===== src/rtl/me_search_sequencer.sv =====
// Motion-estimation search sequencer.
// Enables the SAD control unit for a fixed number of cycles, then waits a
// bounded time for outstanding SAD results. Tracks the minimum SAD and the
// position of that candidate, and pulses done when the search ends.
module me_search_sequencer #(
    parameter  int SAD_WIDTH    = 16,
    parameter  int CAND_COUNT   = 256,
    parameter  int RUN_CYCLES   = 4096,
    parameter  int DRAIN_CYCLES = 32,
    localparam int CNT_W        = $clog2(CAND_COUNT) + 1
) (
    input  logic                 in_clk,
    input  logic                 in_rst,
    input  logic                 in_start,
    input  logic                 in_sad_valid,
    input  logic [SAD_WIDTH-1:0] in_sad,
    output logic                 out_cu_ena,
    output logic                 out_busy,
    output logic                 out_done,
    output logic                 out_err,
    output logic [SAD_WIDTH-1:0] out_best_sad,
    output logic [3:0]           out_best_mv_x,
    output logic [3:0]           out_best_mv_y,
    output logic [CNT_W-1:0]     out_cand_cnt
);

    localparam int RUN_W   = $clog2(RUN_CYCLES + 1);
    localparam int DRAIN_W = $clog2(DRAIN_CYCLES + 1);

    localparam logic [CNT_W-1:0]   CAND_MAX   = CNT_W'(CAND_COUNT);
    localparam logic [RUN_W-1:0]   RUN_LAST   = RUN_W'(RUN_CYCLES - 1);
    localparam logic [DRAIN_W-1:0] DRAIN_LAST = DRAIN_W'(DRAIN_CYCLES - 1);

    typedef enum logic [1:0] {
        S_IDLE,
        S_RUN,
        S_DRAIN,
        S_DONE
    } state_t;

    state_t               r_state;
    state_t               w_next;
    logic                 w_timeout;

    logic [RUN_W-1:0]     r_run_cnt;
    logic [DRAIN_W-1:0]   r_drain_cnt;

    logic [CNT_W-1:0]     r_cand_cnt;
    logic [SAD_WIDTH-1:0] r_best_sad;
    logic [3:0]           r_best_mv_x;
    logic [3:0]           r_best_mv_y;
    logic                 r_err;
    logic                 r_cu_ena;
    logic                 r_busy;
    logic                 r_done;

    logic                 w_active;
    logic                 w_accept;
    logic [CNT_W-1:0]     w_cnt_inc;
    logic                 w_full_next;
    logic [7:0]           w_idx;

    // A SAD is taken only while a search is live and the grid is not yet full.
    assign w_active    = (r_state == S_RUN) || (r_state == S_DRAIN);
    assign w_accept    = in_sad_valid && w_active && (r_cand_cnt < CAND_MAX);
    assign w_cnt_inc   = r_cand_cnt + CNT_W'(1);
    // Grid is complete after this edge (counts a SAD accepted on this same edge).
    assign w_full_next = (r_cand_cnt == CAND_MAX) || (w_accept && (w_cnt_inc == CAND_MAX));
    // Candidate index is the count before increment; low nibble is x, next is y.
    assign w_idx       = 8'(r_cand_cnt);

    // State register.
    always_ff @(posedge in_clk or posedge in_rst) begin
        // NOTE: sequential state uses non-blocking assignments so every register
        // samples the pre-edge values regardless of statement order.
        if (in_rst) r_state <= S_IDLE;
        else        r_state <= w_next;
    end

    // Next-state logic; completion beats timeout when both land on one edge.
    always_comb begin
        // NOTE: defaults first so no path leaves a signal unassigned (no latches).
        w_next    = r_state;
        w_timeout = 1'b0;
        case (r_state)
            S_IDLE: begin
                if (in_start) w_next = S_RUN;
            end
            S_RUN: begin
                if (r_run_cnt == RUN_LAST) w_next = w_full_next ? S_DONE : S_DRAIN;
            end
            S_DRAIN: begin
                if (w_full_next) begin
                    w_next = S_DONE;
                end else if (r_drain_cnt == DRAIN_LAST) begin
                    w_next    = S_DONE;
                    w_timeout = 1'b1;
                end
            end
            S_DONE: begin
                w_next = S_IDLE;
            end
            default: begin
                w_next = S_IDLE;
            end
        endcase
    end

    // Cycle counters for the RUN window and the DRAIN timeout; zero outside.
    always_ff @(posedge in_clk or posedge in_rst) begin
        if (in_rst) begin
            r_run_cnt   <= '0;
            r_drain_cnt <= '0;
        end else begin
            r_run_cnt   <= (r_state == S_RUN)   ? r_run_cnt + RUN_W'(1)     : '0;
            r_drain_cnt <= (r_state == S_DRAIN) ? r_drain_cnt + DRAIN_W'(1) : '0;
        end
    end

    // Result tracking: cleared on an accepted start, updated per accepted SAD.
    always_ff @(posedge in_clk or posedge in_rst) begin
        if (in_rst) begin
            r_cand_cnt  <= '0;
            r_best_sad  <= '0;
            r_best_mv_x <= '0;
            r_best_mv_y <= '0;
            r_err       <= 1'b0;
        end else if ((r_state == S_IDLE) && in_start) begin
            r_cand_cnt  <= '0;
            r_best_sad  <= '1;
            r_best_mv_x <= '0;
            r_best_mv_y <= '0;
            r_err       <= 1'b0;
        end else begin
            if (w_accept) begin
                r_cand_cnt <= w_cnt_inc;
                // Strict compare keeps the lower index on ties.
                if ((r_cand_cnt == '0) || (in_sad < r_best_sad)) begin
                    r_best_sad  <= in_sad;
                    r_best_mv_x <= w_idx[3:0];
                    r_best_mv_y <= w_idx[7:4];
                end
            end
            if (w_timeout) r_err <= 1'b1;
        end
    end

    // Status outputs registered from the next state so they align with it.
    always_ff @(posedge in_clk or posedge in_rst) begin
        if (in_rst) begin
            r_cu_ena <= 1'b0;
            r_busy   <= 1'b0;
            r_done   <= 1'b0;
        end else begin
            r_cu_ena <= (w_next == S_RUN);
            r_busy   <= (w_next == S_RUN) || (w_next == S_DRAIN);
            r_done   <= (w_next == S_DONE);
        end
    end

    assign out_cu_ena    = r_cu_ena;
    assign out_busy      = r_busy;
    assign out_done      = r_done;
    assign out_err       = r_err;
    assign out_best_sad  = r_best_sad;
    assign out_best_mv_x = r_best_mv_x;
    assign out_best_mv_y = r_best_mv_y;
    assign out_cand_cnt  = r_cand_cnt;

endmodule


===== config.mk =====
export PLATFORM = sky130hd
export DESIGN_NAME = me_search_sequencer
export DESIGN_NICKNAME = d
export VERILOG_FILES = /design/src/rtl/me_search_sequencer.sv
export SDC_FILE = /design/constraint.sdc
export NUM_CORES = 1
export LEC_CHECK = 0
export CORE_MARGIN = 3
export CORE_UTILIZATION = 48
export DETAILED_ROUTE_END_ITERATION = 7
export GPL_ROUTABILITY_DRIVEN = 1
export PLACE_DENSITY_LB_ADDON = 0.25
export SLEW_MARGIN = 25
export SYNTH_ARGS = -nofsm -noshare
export SYNTH_HDL_FRONTEND = slang
export SYNTH_SLANG_ARGS = --single-unit
export TNS_END_PERCENT = 10

===== constraint.sdc =====
create_clock -name in_clk -period 2.1 [get_ports in_clk]
set_clock_uncertainty 0.15 [all_clocks]
set_input_delay 0.21 -clock in_clk [delete_from_list [all_inputs] [get_ports in_clk]]
set_output_delay 0.21 -clock in_clk [all_outputs]
set_load 0.03 [all_outputs]

==> results of run 1 <==
==> synth_stat cells, drive strengths merged, types with 2 or more instances <==
cell,count,share of area
a31o,2,0.0081
and2b,5,0.012
a21boi,2,0.0046
and2,11,0.021
and3b,2,0.0054
or2,2,0.0039
xor2,10,0.027
nor2,35,0.041
nand3,10,0.015
nand2,18,0.021
clkbuf,6,0.0070
nand2b,3,0.0058
inv,38,0.044
o21a,2,0.0050
a32oi,15,0.041
nand4,4,0.0077
a211oi,2,0.0046
dfrtp,58,0.45
buf,7,0.014
o21ai,3,0.0046
a21oi,8,0.012
xnor2,10,0.027
a21o,2,0.0046
ha,26,0.10
and3,4,0.0077
a32o,9,0.028
nor2b,5,0.0097
and4,6,0.016
==> cell type report <==
cell class                 instances  area share
multi-input combinational        217      0.3691
clock buffer                       9     0.02661
timing repair buffer             112      0.2177
sequential                        58      0.3151
tap                               77     0.02070
inverter                          38     0.03065
clock inverter                     7     0.02016
==> logic make-up after synthesis <==
group / Yosys count
simple gates: 112
flops: 58
fa+ha+maj: 26
xor+xnor: 20
compound gates: 57
buf+inv: 51
==> registers in the layout, summed over array words and instances (netlist names) <==
signal / count
r_drain_cnt: 6
out_cand_cnt: 9
out_best_mv_y: 4
out_busy: 1
r_state: 2
out_best_sad: 16
out_err: 1
out_done: 1
r_run_cnt: 13
out_best_mv_x: 4
out_cu_ena: 1
==> placed cells by master, fill, tap and decap left out, types with 3 or more instances in the layout <==
cell,count
and4_1,6
nand2_1,18
a21oi_2,3
nand4_1,4
buf_4,53
a32o_1,9
xnor2_1,10
and2_1,11
and3_1,4
a32oi_1,12
a21oi_1,5
dfrtp_2,12
nand3_1,9
xor2_1,10
inv_2,5
inv_1,33
dfrtp_1,46
a31o_4,3
a32oi_2,3
nor2_1,34
clkbuf_8,9
ha_1,21
nand2b_1,3
ha_4,4
and2b_1,5
clkdlybuf4s50_1,56
nor2b_1,5
==> what timing repair did <==
item                                    4_1_cts  5_1_grt
gates resized for setup                      10       11
cloned                                        2        0
endpoints found under the setup margin       26       28
pin swaps                                    21        3
setup buffers                                 0        0
==> metrics by stage <==
stage	setup TNS, ps	hold slack, ps	std cells	setup WS, ps
2_1_floorplan	-3592	199.2	324	-204.1
3_3_place_gp	-8468	291.7	500	-414.1
3_5_place_dp	-9433	301.8	500	-453.6
4_1_cts	-1381	17.79	518	-114.1
5_1_grt	-2928	60.70	518	-152.8
6_report	-1209	20.90	518	-101.6
==> worst min-delay path by stage <==
stage                         from               end  slack (ps)  depth (start not counted)
global placement    r_drain_cnt[0]    r_drain_cnt[0]         290                          1
detailed placement  r_drain_cnt[0]    r_drain_cnt[0]         300                          1
floorplan               in_sad[12]  out_best_sad[12]         200                          2
global route                in_rst  out_best_mv_x[0]          60                          2
finish                      in_rst  out_best_mv_x[0]          20                          2
CTS                         in_rst   out_best_sad[2]          20                          2
==> routing by layer <==
| metal | routed length, microns | vias up |
|---|---|---|
| met5 | 0 | - |
| met4 | 137 | 0 |
| met3 | 363 | 14 |
| met2 | 4060 | 81 |
| met1 | 3758 | 1379 |
| li1 | - | 1369 |
==> power by group <==
part	switching, W	internal (W)
registers	0	0.00112
logic	0.0000879	0.0000771
clock network	0.000464	0.000664
==> flow_metrics.tcl, run 1 <==
set metrics [dict create \
    status "finished with violations" \
    violations "negative setup slack" \
    async_flop_share 1.000 \
    drt_iter0_markers 152 \
    ctsHoldBuffers 0 \
    die_height_microns 88.07 \
    grt.busiest_layer "met2" \
    r2r_start "out_best_sad[5]" \
    r2r_cells 6 \
    ys_seq_area_frac 0.4489 \
    fin_util 0.7247 \
    fmax_ghz 0.4542 \
    regArea_sq_um 1466 \
    grt_pass1_vias 2847 \
    io_pins 57 \
    synthesis.nets 370 \
    crit_buf_inv 1 \
    synth_seq_cells 58 \
    r2r-end "out_best_mv_y[3]" \
    synth_flop_cell "dfrtp_1" \
    avgSynthCellArea_sq_um 9.979 \
    setup_viol 24 \
    wl_mm 8.320 \
    power.total_w 0.002410 \
    antenna_left 0 \
    synthAdderAreaFrac 0.1006 \
    path_cells "inv_2, ha_1, nand4_1, or4_4, a31o_4, a32o_1" \
    cp_data_arrival_time_ps 2280 \
    tightestPinTransition_ps 403.0 \
    met2_usage 0.3712 \
    worstPathRequired_ps 2180 \
    start_util 0.5034 \
    rows 29 \
    synth-warning-count 0 \
    drive_above_1_share 0.2585 \
    grt_usage 0.2266 \
    dr.pass1.iters 4 \
    clockRootBuffer "clkbuf_8" \
    numCtsBuffers 9 \
    slew_headroom 0.7244 \
    cts_tree "built" \
    grt_pass1_wl_mm 13.48 \
    synth_mux_area_frac 0 \
    ir_drop_uv 434.1 \
    synth-edff-count 0 \
    finalMaxSlewViolations 0 \
    grt_setup_unrepaired "true" \
    hp-class "in2async" \
    met3_usage 0.04798 \
    cp.depth 6 \
    fin_crit_ps 2202 \
    critPathLaunch "out_best_sad[5]" \
    critPathSlowestCell "or4_4" \
    power.leakage_nw 2.149 \
    vias 2843 \
    max_stage_delay_ps 600 \
    cts_sinks 58 \
    crit_end "out_best_mv_y[3]" \
    finalHoldViolations 0 \
    overflow 0 \
    diodes 0 \
    path_clk_slew_ps 70 \
    synth_xor_area_frac 0.05418 \
    core_sq_um 6422 \
    grt_antenna_before_repair 0 \
    die_w_microns 88.07 \
    drv_cap 0 \
    place.gp.congestion 0.8635 \
    grtUsageMet1 0.2980 \
    syn-cell-area_sq_um 3233 \
    clock_path_buffers 2 \
    placement.io_buffers 56 \
    syn_inst 324 \
    critPathKind "reg2reg" \
    synth_top_family_by_area "simple AND/OR/NAND/NOR gates" \
    ctsHtreeMaxLevel 3 \
    die-area_sq_um 7756 \
    worst_slack_ps -101.6 \
    multi_input_area_sq_um 1718 \
    route.detailed.drc 0 \
    post_dp_cell_area_sq_um 4294 \
    synth_compound_area_frac 0.1455 \
    startpoint_type "flip-flop" \
    clk_latency_ps 340 \
    crit_fanout 6 \
    place_hpwl_mm 5.802 \
    power_density_nw_per_um2 517.9 \
    ys_types 52 \
    grt_max_degree 25 \
    crit_path_end_kind "flip-flop" \
    via_per_inst 5.488 \
    wire_per_inst_microns 16.06 \
    fin_crit_sh 1.048 \
    design_area_sq_um 4654 \
    syn2layout_area_growth_pct 43.96 \
    fillerInstances 451 \
    rrSetupSlack_ps -100 \
    critPathTopFamily "simple AND/OR/NAND/NOR gates" \
    num-nets-final 482 \
    synth-simple-area-share 0.1854 \
]
Note: power is estimated with default switching activity, not from simulation.
==> run 2, diff against run 1 <==
--- a/config.mk
+++ b/config.mk
@@ -9,9 +9,8 @@
 export CORE_UTILIZATION = 48
 export DETAILED_ROUTE_END_ITERATION = 7
 export GPL_ROUTABILITY_DRIVEN = 1
-export PLACE_DENSITY_LB_ADDON = 0.25
+export PLACE_DENSITY = 0.77
 export SLEW_MARGIN = 25
 export SYNTH_ARGS = -nofsm -noshare
 export SYNTH_HDL_FRONTEND = slang
 export SYNTH_SLANG_ARGS = --single-unit
-export TNS_END_PERCENT = 10
==> flow_metrics.tcl, run 2 (same netlist as run 1, synthesis figures left out) <==
set metrics [dict create \
    critPathKind "reg2reg" \
    ctsHoldBuffers 0 \
    setup_viol 25 \
    tightestPinTransition_ps 480.5 \
    fin_crit_ps 2228 \
    clockRootBuffer "clkbuf_8" \
    grt.busiest_layer "met2" \
    grt_usage 0.2309 \
    syn2layout_area_growth_pct 43.61 \
    place_hpwl_mm 5.662 \
    grt_pass1_vias 2888 \
    crit_fanout 6 \
    start_util 0.5034 \
    fmax_ghz 0.4487 \
    overflow 0 \
    layout_common_cells "clkdlybuf4s50_1, buf_4, dfrtp_1" \
    placement.io_buffers 56 \
    io_pins 57 \
    clock_path_buffers 2 \
    fin_util 0.7230 \
    met2_usage 0.3603 \
    die_w_microns 88.07 \
    drv_cap 0 \
    clk_latency_ps 350 \
    die_height_microns 88.07 \
    via_per_inst 5.624 \
    antenna_left 0 \
    ctsHtreeMaxLevel 3 \
    path_clk_slew_ps 70 \
    core_sq_um 6422 \
    worst_slack_ps -128.5 \
    wl_mm 8.655 \
    power_density_nw_per_um2 472.9 \
    fin_crit_sh 1.061 \
    vias 2902 \
    crit_path_end_kind "flip-flop" \
    power.leakage_nw 2.114 \
    finalHoldViolations 0 \
    grt_max_degree 37 \
    wire_per_inst_microns 16.77 \
    grt_setup_unrepaired "true" \
    largest_register_ffs 16 \
    grt_antenna_before_repair 0 \
    worstPathRequired_ps 2180 \
    cts_tree "built" \
    dr.pass1.iters 4 \
    die-area_sq_um 7756 \
    met3_usage 0.04892 \
    route.detailed.drc 0 \
    status "finished with violations" \
    drive_above_1_share 0.2733 \
    place_inst 492 \
    drt_iter0_markers 291 \
    ir_drop_uv 317.6 \
    cp_data_arrival_time_ps 2310 \
    cts_sinks 58 \
    violations "negative setup slack" \
    fin_cells 516 \
    final_common_cell "clkdlybuf4s50_1" \
    diodes 0 \
    grt_pass1_wl_mm 13.70 \
    hp-class "in2async" \
    place.gp.congestion 0.8233 \
    startpoint_type "flip-flop" \
    numCtsBuffers 9 \
    grtUsageMet1 0.3061 \
    slew_headroom 0.6796 \
    num-nets-final 482 \
    rows 29 \
    finalMaxSlewViolations 0 \
]
## run 2: cell types whose count changed in the layout (fill, tap and decap cells not counted), moves of 3 or more
cell / change
dfrtp_2: +3
dfrtp_1: -3
ha_4: +4
ha_1: -4
clkbuf_1: +3
## run 2: worst max-delay path, cell delays in order (launching register included)
cell     delay [ps]
dfrtp_2         380
inv_2            50
ha_4            250
o21a_1          110
nor2_1           40
or4_4           570
a31o_4          310
a32o_1          260
## run 2: power by group
| group | total (W) | switching, W | leakage (nW) | internal, W |
|---|---|---|---|---|
| clock | 0.000911 | 0.000430 | 0.0826 | 0.000481 |
| combinational | 0.000167 | 0.0000896 | 1.28 | 0.0000772 |
| sequential | 0.00112 | 0 | 0.750 | 0.00112 |
| total | 0.00220 | 0.000520 | 2.11 | 0.00168 |
## run 2: worst paths after layout
check / depth (start not counted) / slack (ps) / end / start
setup / recovery: 7 / -130 / out_best_mv_y[0] / out_best_sad[3]
hold / removal: 3 / 60 / out_best_sad[10] / in_rst
setup reg to reg: 7 / -130 / out_best_mv_y[0] / out_best_sad[3]
hold reg to reg: 1 / 300 / r_drain_cnt[0] / r_drain_cnt[0]
max in group asynchronous: 3 / 1290 / out_best_sad[3] / in_rst
min in group in_clk: 1 / 300 / r_drain_cnt[0] / r_drain_cnt[0]
## run 2: repair_timing
action                                  4_1_cts  5_1_grt
setup buffers                                 1        6
resized for setup                             7       23
endpoints found under the setup margin       26       28
pin swaps                                    11       13
gates cloned                                  3        0
## run 2: per-layer routing
| layer | vias to the layer above | part of all wire |
|---|---|---|
| li1 | 1361 | - |
| met1 | 1433 | 0.43 |
| met2 | 90 | 0.49 |
| met3 | 18 | 0.054 |
| met4 | 0 | 0.021 |
| met5 | - | 0 |
## run 2: layout make-up
type                    instances  area [sq um]
fillers                       452          1779
inverters                      38         142.6
multi-input cells             218          1782
flip-flops and latches         58          1470
well taps                      77         96.34
clock buffers                  14         162.7
repair buffers                111         989.7
## run 2: metrics by stage
step | setup TNS (ps) | instance area (sq um) | power, W | worst slack (ps) | hold slack [ps]
final | -1523 | 4643 | 0.002196 | -128.5 | 58.18
after global routing | -3282 | 4643 | 0.002273 | -187.7 | 82.76
after CTS | -1744 | 4488 | 0.002194 | -111.8 | 65.52
after detailed placement | -9312 | 4232 | 0.001274 | -458.5 | 293.0
after global placement | -8285 | 4232 | 0.001271 | -411.7 | 287.1
after floorplan | -3298 | 3271 | 0.001209 | -204.1 | 195.6
==> run 3, diff against run 2 <==
--- a/config.mk
+++ b/config.mk
@@ -6,10 +6,11 @@
 export NUM_CORES = 1
 export LEC_CHECK = 0
 export CORE_MARGIN = 3
-export CORE_UTILIZATION = 48
+export CORE_UTILIZATION = 49
+export CTS_BUF_LIST = sky130_fd_sc_hd__clkbuf_8
 export DETAILED_ROUTE_END_ITERATION = 7
 export GPL_ROUTABILITY_DRIVEN = 1
-export PLACE_DENSITY = 0.77
+export PLACE_DENSITY = 0.78
 export SLEW_MARGIN = 25
 export SYNTH_ARGS = -nofsm -noshare
 export SYNTH_HDL_FRONTEND = slang
==> flow_metrics.tcl, run 3 (same netlist as run 1, synthesis figures left out) <==
set metrics [dict create \
    grt_antenna_before_repair 0 \
    ctsHoldBuffers 0 \
    r2r_cells 6 \
    path_clk_slew_ps 70 \
    grt_max_degree 41 \
    die_height_microns 87.23 \
    finalHoldViolations 0 \
    hp-class "in2async" \
    antenna_left 0 \
    startpoint_type "flip-flop" \
    fin_util 0.7855 \
    status "finished with violations" \
    via_per_inst 6.025 \
    diodes 0 \
    dr.pass1.iters 5 \
    cts_tree "built" \
    critPathKind "reg2reg" \
    io_pins 57 \
    path_cells "inv_2, ha_4, nand4_1, or4_4, a31o_4, a32o_1" \
    start_util 0.5244 \
    vias 3157 \
    power_density_nw_per_um2 478.3 \
    power.leakage_nw 2.195 \
    place_hpwl_mm 5.826 \
    placement.io_buffers 56 \
    place.gp.congestion 0.8420 \
    clock_path_buffers 2 \
    seq_power_share 0.482 \
    core_sq_um 6166 \
    die_w_microns 87.23 \
    wire_per_inst_microns 19.22 \
    worst_slack_ps -137.1 \
    clockRootBuffer "clkbuf_8" \
    max_stage_delay_ps 620 \
    grt_pass1_wl_mm 13.90 \
    drive_above_1_share 0.3096 \
    fin_crit_sh 1.065 \
    crit_path_end_kind "flip-flop" \
    die-area_sq_um 7609 \
    internal-power_w 0.001743 \
    crit_fanout 6 \
    finalMaxSlewViolations 0 \
    ir_drop_uv 375.8 \
    layout_common_cells "clkdlybuf4s50_1, buf_4, dfrtp_1" \
    drt_iter0_markers 308 \
    wl_mm 10.07 \
    worstPathRequired_ps 2180 \
    slew_headroom 0.7250 \
    numCtsBuffers 9 \
    p_sw_w 0.0005734 \
    fin_crit_ps 2237 \
    fmax_ghz 0.4470 \
    tightestPinTransition_ps 411.9 \
    violations "negative setup slack" \
    rows 28 \
    largest_register_ffs 16 \
    ctsHtreeMaxLevel 3 \
    grt_pass1_vias 2978 \
    num-nets-final 490 \
    power.total_w 0.002317 \
    syn2layout_area_growth_pct 49.81 \
    setup_viol 24 \
    critPathSlowestCell "or4_4" \
    grt_usage 0.2375 \
    clock_power_share 0.432 \
    clk_latency_ps 350 \
    grt_setup_unrepaired "true" \
    cp_data_arrival_time_ps 2320 \
    overflow 0 \
    drv_cap 0 \
    p_comb_frac 0.086 \
    swShare 0.2475 \
    cts_sinks 58 \
    route.detailed.drc 0 \
]
[run 3: cell types whose count changed in the layout (fill, tap and decap cells not counted), moves of 3 or more]
cell,before,now
inv_2,6,9
ha_4,8,11
clkinv_2,0,4
clkbuf_1,3,0
buf_4,53,56
ha_1,17,14
[run 3: critical path: cells and delay by family, from the launching register on]
| family | cells | cell delay, ps |
|---|---|---|
| AO/OA/AOI/OAI | 2 | 570 |
| flip-flops | 1 | 390 |
| AND/OR/NAND/NOR | 2 | 700 |
| buffers and inverters | 1 | 50 |
| adder cells (fa/ha/maj) | 1 | 260 |
[run 3: layout make-up]
type | count | area (sq um)
timing repair buffer | 118 | 1070
clock buffer | 9 | 123.9
clock inverter | 7 | 61.31
sequential | 58 | 1471
tap | 75 | 93.84
fill | 366 | 1323
multi-input combinational | 219 | 1881
inverter | 38 | 142.6
[run 3: what timing repair did]
action,4_1_cts,5_1_grt
setup buffers,1,9
setup endpoints to repair,26,28
pin swaps,17,17
resized for setup,11,39
gates cloned,3,2
[run 3: power by group through the flow]
stage | clock (W) | combinational (W) | sequential [W]
global route | 0.00108 | 0.000213 | 0.00112
detailed placement | 0 | 0.000141 | 0.00114
global placement | 0 | 0.000136 | 0.00114
floorplan | 0 | 0.0000709 | 0.00114
CTS | 0.00101 | 0.000162 | 0.00112
finish | 0.00100 | 0.000199 | 0.00112
[run 3: layer usage]
layer	up-vias	GRT usage	share of wire
li1	1395	-	-
met4	0	0.1046	0.041
met2	175	0.3782	0.48
met5	-	0	0
met1	1540	0.3058	0.41
met3	47	0.06055	0.069
[run 3: final timing paths]
path / from / endpoint / slack (ps)
hold reg to reg: r_drain_cnt[0] / r_drain_cnt[0] / 300
hold / removal: in_rst / r_drain_cnt[5] / 30
max in group asynchronous: in_rst / out_cand_cnt[2] / 1190
setup reg to reg: out_best_sad[7] / out_best_mv_x[2] / -140
min in group in_clk: r_drain_cnt[0] / r_drain_cnt[0] / 300
setup / recovery: out_best_sad[7] / out_best_mv_x[2] / -140
[run 3: through the flow]
step / hold WS [ps] / worst slack (ps) / cells / TNS [ps] / area (sq um)
CTS: 42.39 / -82.23 / 513 / -753.3 / 4554
floorplan: 195.6 / -204.1 / 324 / -3298 / 3271
finish: 30.26 / -137.1 / 524 / -2088 / 4843
global route: 88.41 / -193.1 / 524 / -3605 / 4843
detailed placement: 298.4 / -483.4 / 493 / -11170 / 4264
global placement: 292.1 / -410.8 / 493 / -8344 / 4264
